[config.mk]
export PLATFORM = sky130hd
export DESIGN_NAME = valve_responder
export DESIGN_NICKNAME = d
export VERILOG_FILES = /design/src/rtl/valve_responder.sv
export SDC_FILE = /design/constraint.sdc
export NUM_CORES = 1
export LEC_CHECK = 0
export ABC_AREA = 1
export CORE_UTILIZATION = 55
export DETAILED_ROUTE_END_ITERATION = 10
export MAX_ROUTING_LAYER = met4
export PLACE_DENSITY_LB_ADDON = 0.25
export SLEW_MARGIN = 25
export SYNTH_ARGS = -nofsm -noshare
export SYNTH_HDL_FRONTEND = slang
export SYNTH_SLANG_ARGS = --single-unit
[constraint.sdc]
create_clock -name Ck -period 3.7 [get_ports Ck]
set_input_delay 0.925 -clock Ck [delete_from_list [all_inputs] [get_ports Ck]]
set_output_delay 0.925 -clock Ck [all_outputs]
set_load 0.1 [all_outputs]
[src/rtl/valve_responder.sv]
// Irrigation valve responder: arm/run/done/fault sequencer with a
// debounced humidity flag returned to the process controller.
module valve_responder #(
  parameter int RUN_CYCLES  = 8,
  parameter int ARM_TIMEOUT = 15,
  parameter int DEB_CYCLES  = 3
) (
  input  logic Ck,
  input  logic Clr,
  input  logic St,
  input  logic O5,
  input  logic O6,
  input  logic Hraw,
  output logic H1,
  output logic RC,
  output logic R
);

  localparam logic [2:0] S_IDLE  = 3'd0;
  localparam logic [2:0] S_ARM   = 3'd1;
  localparam logic [2:0] S_RUN   = 3'd2;
  localparam logic [2:0] S_DONE  = 3'd3;
  localparam logic [2:0] S_FAULT = 3'd4;

  localparam logic [7:0] ARM_LOAD = 8'(ARM_TIMEOUT);
  localparam logic [7:0] RUN_LOAD = 8'(RUN_CYCLES - 1);
  localparam logic [7:0] DEB_LIM  = 8'(DEB_CYCLES);

  logic [2:0] r_state;
  logic [7:0] r_arm_cnt;
  logic [7:0] r_run_cnt;
  logic [7:0] r_deb_cnt;
  logic       r_h1;
  logic       w_diff;

  assign w_diff = (Hraw != r_h1);

  // Debouncer is free-running, independent of the sequencer state.
  always_ff @(posedge Ck) begin
    if (Clr) begin
      r_h1      <= 1'b0;
      r_deb_cnt <= '0;
    end else if (!w_diff) begin
      r_deb_cnt <= '0;
    end else if (r_deb_cnt == DEB_LIM) begin
      r_h1      <= Hraw;
      r_deb_cnt <= '0;
    end else begin
      r_deb_cnt <= r_deb_cnt + 8'd1;
    end
  end

  always_ff @(posedge Ck) begin
    if (Clr) begin
      r_state   <= S_IDLE;
      r_arm_cnt <= '0;
      r_run_cnt <= '0;
    end else begin
      case (r_state)
        S_IDLE: begin
          if (St && O5) begin
            r_state   <= S_ARM;
            r_arm_cnt <= ARM_LOAD;
          end
        end
        S_ARM: begin
          if (!O5) begin
            r_state <= S_FAULT;
          end else if (O6) begin
            r_state   <= S_RUN;
            r_run_cnt <= RUN_LOAD;
          end else if (r_arm_cnt == 8'd0) begin
            r_state <= S_FAULT;
          end else begin
            r_arm_cnt <= r_arm_cnt - 8'd1;
          end
        end
        S_RUN: begin
          if (!O5 || !O6) begin
            r_state <= S_FAULT;
          end else if (r_h1) begin
            r_state <= S_DONE;
          end else if (r_run_cnt == 8'd0) begin
            r_state <= S_DONE;
          end else begin
            r_run_cnt <= r_run_cnt - 8'd1;
          end
        end
        S_DONE: begin
          if (!O5 && !O6) r_state <= S_IDLE;
        end
        S_FAULT: begin
          if (!St && !O5) r_state <= S_IDLE;
        end
        default: r_state <= S_IDLE;
      endcase
    end
  end

  assign H1 = r_h1;
  assign RC = (r_state == S_DONE);
  assign R  = (r_state == S_FAULT);

endmodule

Word level (Yosys, flattened, before mapping)

Cells that the tools add are included.

Add/subtract/negate cells: 3
$mul: 0
Div/mod/pow operators: 0
$lt $le $gt $ge: 0
Eq/ne operators: 18
Shifts and indexed selects: 0
Muxes and demuxes: 21
Bitwise gates (word level): 1
Reductions and logical operators: 17

Operators by type and width:

| kind                                                                     | count |
|---|---|
| 8-bit 2-to-1 mux                                                         | 9 |
| 8-bit one-hot mux with 2 select lines                                    | 2 |
| 3-bit 2-to-1 mux                                                         | 9 |
| 8-bit logical NOT                                                        | 2 |
| 2-bit inequality test (second input constant)                            | 8 |
| 8-bit by 1-bit subtractor with 8-bit output (second input constant)      | 2 |
| 3-bit one-hot mux with 5 select lines                                    | 1 |
| 5-bit AND reduction                                                      | 2 |
| 8-bit by 1-bit adder with 8-bit output (second input constant)           | 1 |
| 8-bit by 2-bit == test with 1-bit output (second input constant)         | 1 |
| 4-bit inequality test (second input constant)                            | 2 |
| 3-bit by 2-bit == test with 1-bit output (second input constant)         | 2 |
| 6-bit AND reduction                                                      | 1 |
| 2-bit by 1-bit inequality test with 1-bit output (second input constant) | 2 |
| 2-bit nonzero test                                                       | 2 |
| 3-bit by 1-bit == test with 1-bit output (second input constant)         | 1 |
| 3-bit == test (second input constant)                                    | 1 |
| 1-bit logical AND                                                        | 3 |
| 1-bit logical NOT                                                        | 3 |
| 3-bit logical NOT                                                        | 1 |
| 3-bit OR reduction                                                       | 1 |
| 2-bit AND reduction                                                      | 1 |
| 1-bit logical OR                                                         | 1 |
| 1-bit inequality test                                                    | 1 |
| 1-bit NOT                                                                | 1 |

Flip-flop bits (word level): 28
Latch bits: 0
Bits in writable memories: 0
ROM bits: 0
Bits of input ports: 6
Output and inout bits: 3
Word-level logic and storage cells: 65
Memories: 0

Logic depth before layout (Yosys ltp)

Depth in word-level cells: 5
Gate-level depth with buffers: 11

Worst setup path after synthesis

Ideal clock, no wire load.

Path type: register to output
Start point: register r_state[2]
End point: output port R
Arrival time: 2.504 ns
Data required time: 2.775 ns
Setup slack: 0.271 ns
Stages on the path, launching flop included: 3
Cells stage by stage: dfxtp_1 inv_2 nor3_1

Cells in the longest elaborated chain, start to end: 1

RTL lines:

| element                | line | RTL |
|---|---|---|
| start, declared        | 29   | `logic [2:0] r_state;` |
| start signal, assigned | 55   | `r_state <= S_IDLE;` |
| start signal, assigned | 62   | `r_state <= S_ARM;` |
| start signal, assigned | 68   | `r_state <= S_FAULT;` |
| 3-bit == test          | 102  | `assign R = (r_state == S_FAULT);` |
| end, declared          | 16   | `output logic R` |

Every way passes these cells.

Worst setup path in the final report

Start point: register r_h1 (netlist: H1)
End point: output port H1

RTL lines:

| element                | line | RTL |
|---|---|---|
| start, declared        | 33   | `logic r_h1;` |
| start signal, assigned | 46   | `r_h1 <= Hraw;` |
| end, declared          | 14   | `output logic H1,` |

No word-level cell between the ends.

==> impl_metrics.csv <==
group,metric,value,unit
sta,slew_headroom,0.359,
placement,gp_congestion,0.894,
power,ir_drop,0.000446,V
synthesis,synth_cells,286,
synthesis,post-synth-top-count-cell,"nand2_1",
critical_path,critPathBufInv,1,
synthesis,ys_ff_latch,28,
finish,final_area,2000,µm²
placement,dp_cells,337,
critical_path,crit_chain,"clkdlybuf4s50_1",
die,dieWidth,59.6,µm
critical_path,critPathLaunchType,"flop",
die,num_rows,20,
finish,drive_above_1_share,0.108,
finish,nNetsFinal,309,
power,p_leak,0.944,nW
clock_tree,postCtsSetupRepairBufs,0,
routing,routed_via_density,5.05,
clock_tree,max-clock-path-buffers,2,
sta,hold_ws,0.486,ns
routing,postRouteAntennaNets,0,
sta,max_freq,0.355,GHz
power,finalPower,1.80,mW
critical_path,max_stage_delay,1.15,ns
critical_path,cp-startpoint,"H1",
power,p_per_area,897,nW/µm²
synthesis,ys_types,29,
routing,first_pass_iters,4,
worst_hold_path,worstHoldPathType,"reg -> reg",
clock_tree,clock_latency,0.33,ns
sta,hold_viol,0,
synthesis,syn_avg_cell_area,6.38,µm²
finish,fill_cells,301,
sta,min_period,2.81,ns
critical_path,r2r-end,"r_state[1]",
global_routing,antenna_found_initial,0,
outcome,status,"complete, no violations",
placement,place_hpwl,2.64,mm
finish,final_cells,341,
clock_tree,cts_tree,"yes",
synthesis,synth_area,1820,µm²
power,p_int,888,µW
sta,skew,0.00615,ns
critical_path,cp_top_family,"buffers and inverters",
routing,wl_per_cell,10.5,µm
routing,routed_wl,3.58,mm
sta,setup_viol,0,
clock_tree,cts_repair_resize_count,0,
power,p_sw_frac,0.506,
placement,portBuffers,8,
power,p_clk_frac,0.112,
global_routing,grt_overflow,0,
die,start_util,0.588,
synthesis,synth_common_cells,"64 x nand2_1, 46 x nor2_1, 43 x nand3_1, 39 x inv_1, 28 x dfxtp_1",
synthesis,ys_async_sr_fraction,0,
synthesis,yosysTopAreaCell,"dfxtp_1",
synthesis,synthFlopType,"dfxtp_1",
routing,drt_iter0_drc,113,
critical_path,reg2reg_depth,7,
sta,fin_tns_setup,0,ns
critical_path,r2r-start,"r_state[1]",
critical_path,rrSetupSlack,2.10,ns
run,cap_violations,0,
clock_tree,htree_levels,1,
clock_tree,cts_root_buffer,"clkbuf_4",
synthesis,ys_top_cells_by_area,"dfxtp_1 31%, nand2_1 13%, nand3_1 12%",
finish,antenna_cells,0,
clock_tree,postCtsHoldBufs,0,
global_routing,first_global_vias,1523,
finish,area_delta_synth_final,9.74,%
critical_path,crit_path_end_kind,"output pin",
critical_path,path_class,"reg -> out",
critical_path,arrival,1.89,ns
die,die_y,59.6,µm
power,combPwrFrac,0.611,
die,core_area,3100,µm²
clock_tree,clock-sinks,28,
routing,drc,0,
worst_hold_path,hp-start,"r_deb_cnt[0]",
synthesis,synth_nets,297,
critical_path,cp_max_fo,4,
critical_path,cp_slowest_cell,"clkdlybuf4s50_1",
synthesis,ys_seq_area_frac,0.307,
die,pin_count,9,
worst_hold_path,min_path_cells,1,
clock_tree,numCtsBuffers,3,
synthesis,yosys.area.top_type_share,0.307,
sta,rsz0062_at_grt,"false",
die,dieArea,3550,µm²
sta,fin_crit_sh,0.760,
worst_hold_path,holdPathEnd,"r_deb_cnt[0]",
global_routing,grt_pass1_wl,6.49,mm
placement,postPlaceCellArea,1950,µm²
critical_path,required,2.77,ns
clock_tree,clkTransAtPathRegs,0.16,ns
power,p_switching,908,µW
routing,vias,1723,
global_routing,grt.total_usage,0.244,
synthesis,synth-edff-count,0,
global_routing,grt_max_degree,18,
synthesis,synth_warnings,0,
sta,max_slew.worst_pin.slew,0.958,ns
power,seqPwrFrac,0.277,
sta,maxSlewViolCount,0,
## final cells by class
type / instances / area, µm² / share of cell area
clock buffer: 3 / 22.5 / 0.0113
clock inverter: 1 / 30.0 / 0.0150
inverter: 46 / 175 / 0.0875
multi-input combinational: 210 / 1080 / 0.537
sequential: 28 / 561 / 0.280
tap: 44 / 55.1 / 0.0275
timing repair buffer: 9 / 82.6 / 0.0413
## kinds of logic after synthesis
group | synth area share
compound gates | 0.0617
xor+xnor | 0.0144
fa+ha+maj | 0.0343
buf+inv | 0.103
flops | 0.307
simple gates | 0.479
## sequential cells by signal, summed over array words and instances, names as in the netlist
register and cells:
r_arm_cnt 8, r_deb_cnt 8, r_run_cnt 8, r_state 3
H1 1
## metrics by stage
step,util,worst slack [ns]
floorplan,-,0.271
global placement,0.628,1.27
detailed placement,0.628,1.21
CTS,0.645,0.866
global route,0.645,0.804
finish,0.645,0.887
## power groups by stage
stage / clock network [mW] / logic (mW) / registers [mW]
after global routing: 0.219 / 1.27 / 0.509
after global placement: 0 / 1.07 / 0.501
after CTS: 0.207 / 1.09 / 0.494
after floorplan: 0 / 0.925 / 0.476
after detailed placement: 0 / 1.09 / 0.498
final: 0.202 / 1.10 / 0.498
## routing by layer
layer,GRT usage,wire length (µm),vias to the layer above
met1,0.340,1870,766
met4,0.0399,22,0
met5,-,0,-
li1,-,-,928
met3,0.0459,133,2
met2,0.372,1550,27
## worst max-delay path by stage
stage | end | slack (ns) | cells past startpoint
final | H1 | 0.89 | 1
after global routing | H1 | 0.80 | 1
after CTS | H1 | 0.87 | 1
after detailed placement | r_state[1] | 1.21 | 8
after global placement | r_state[1] | 1.27 | 8
after floorplan | R | 0.27 | 2
## layout by cell type, fill, tap and decap left out, drive strengths merged
master and instances:
buf 3, inv 45, o21bai 2, clkbuf 3, a21oi 10, or2 1, o21ai 6, nand4 3
nor2 52, xor2 3, o21a 1, nand3 46, clkinv 1, dfxtp 28, nand2 72, ha 5
clkdlybuf4s50 6, nor3b 2, nor3 6, bufinv 1, a31oi 1
No activity file was read; power rests on OpenSTA's default activity.
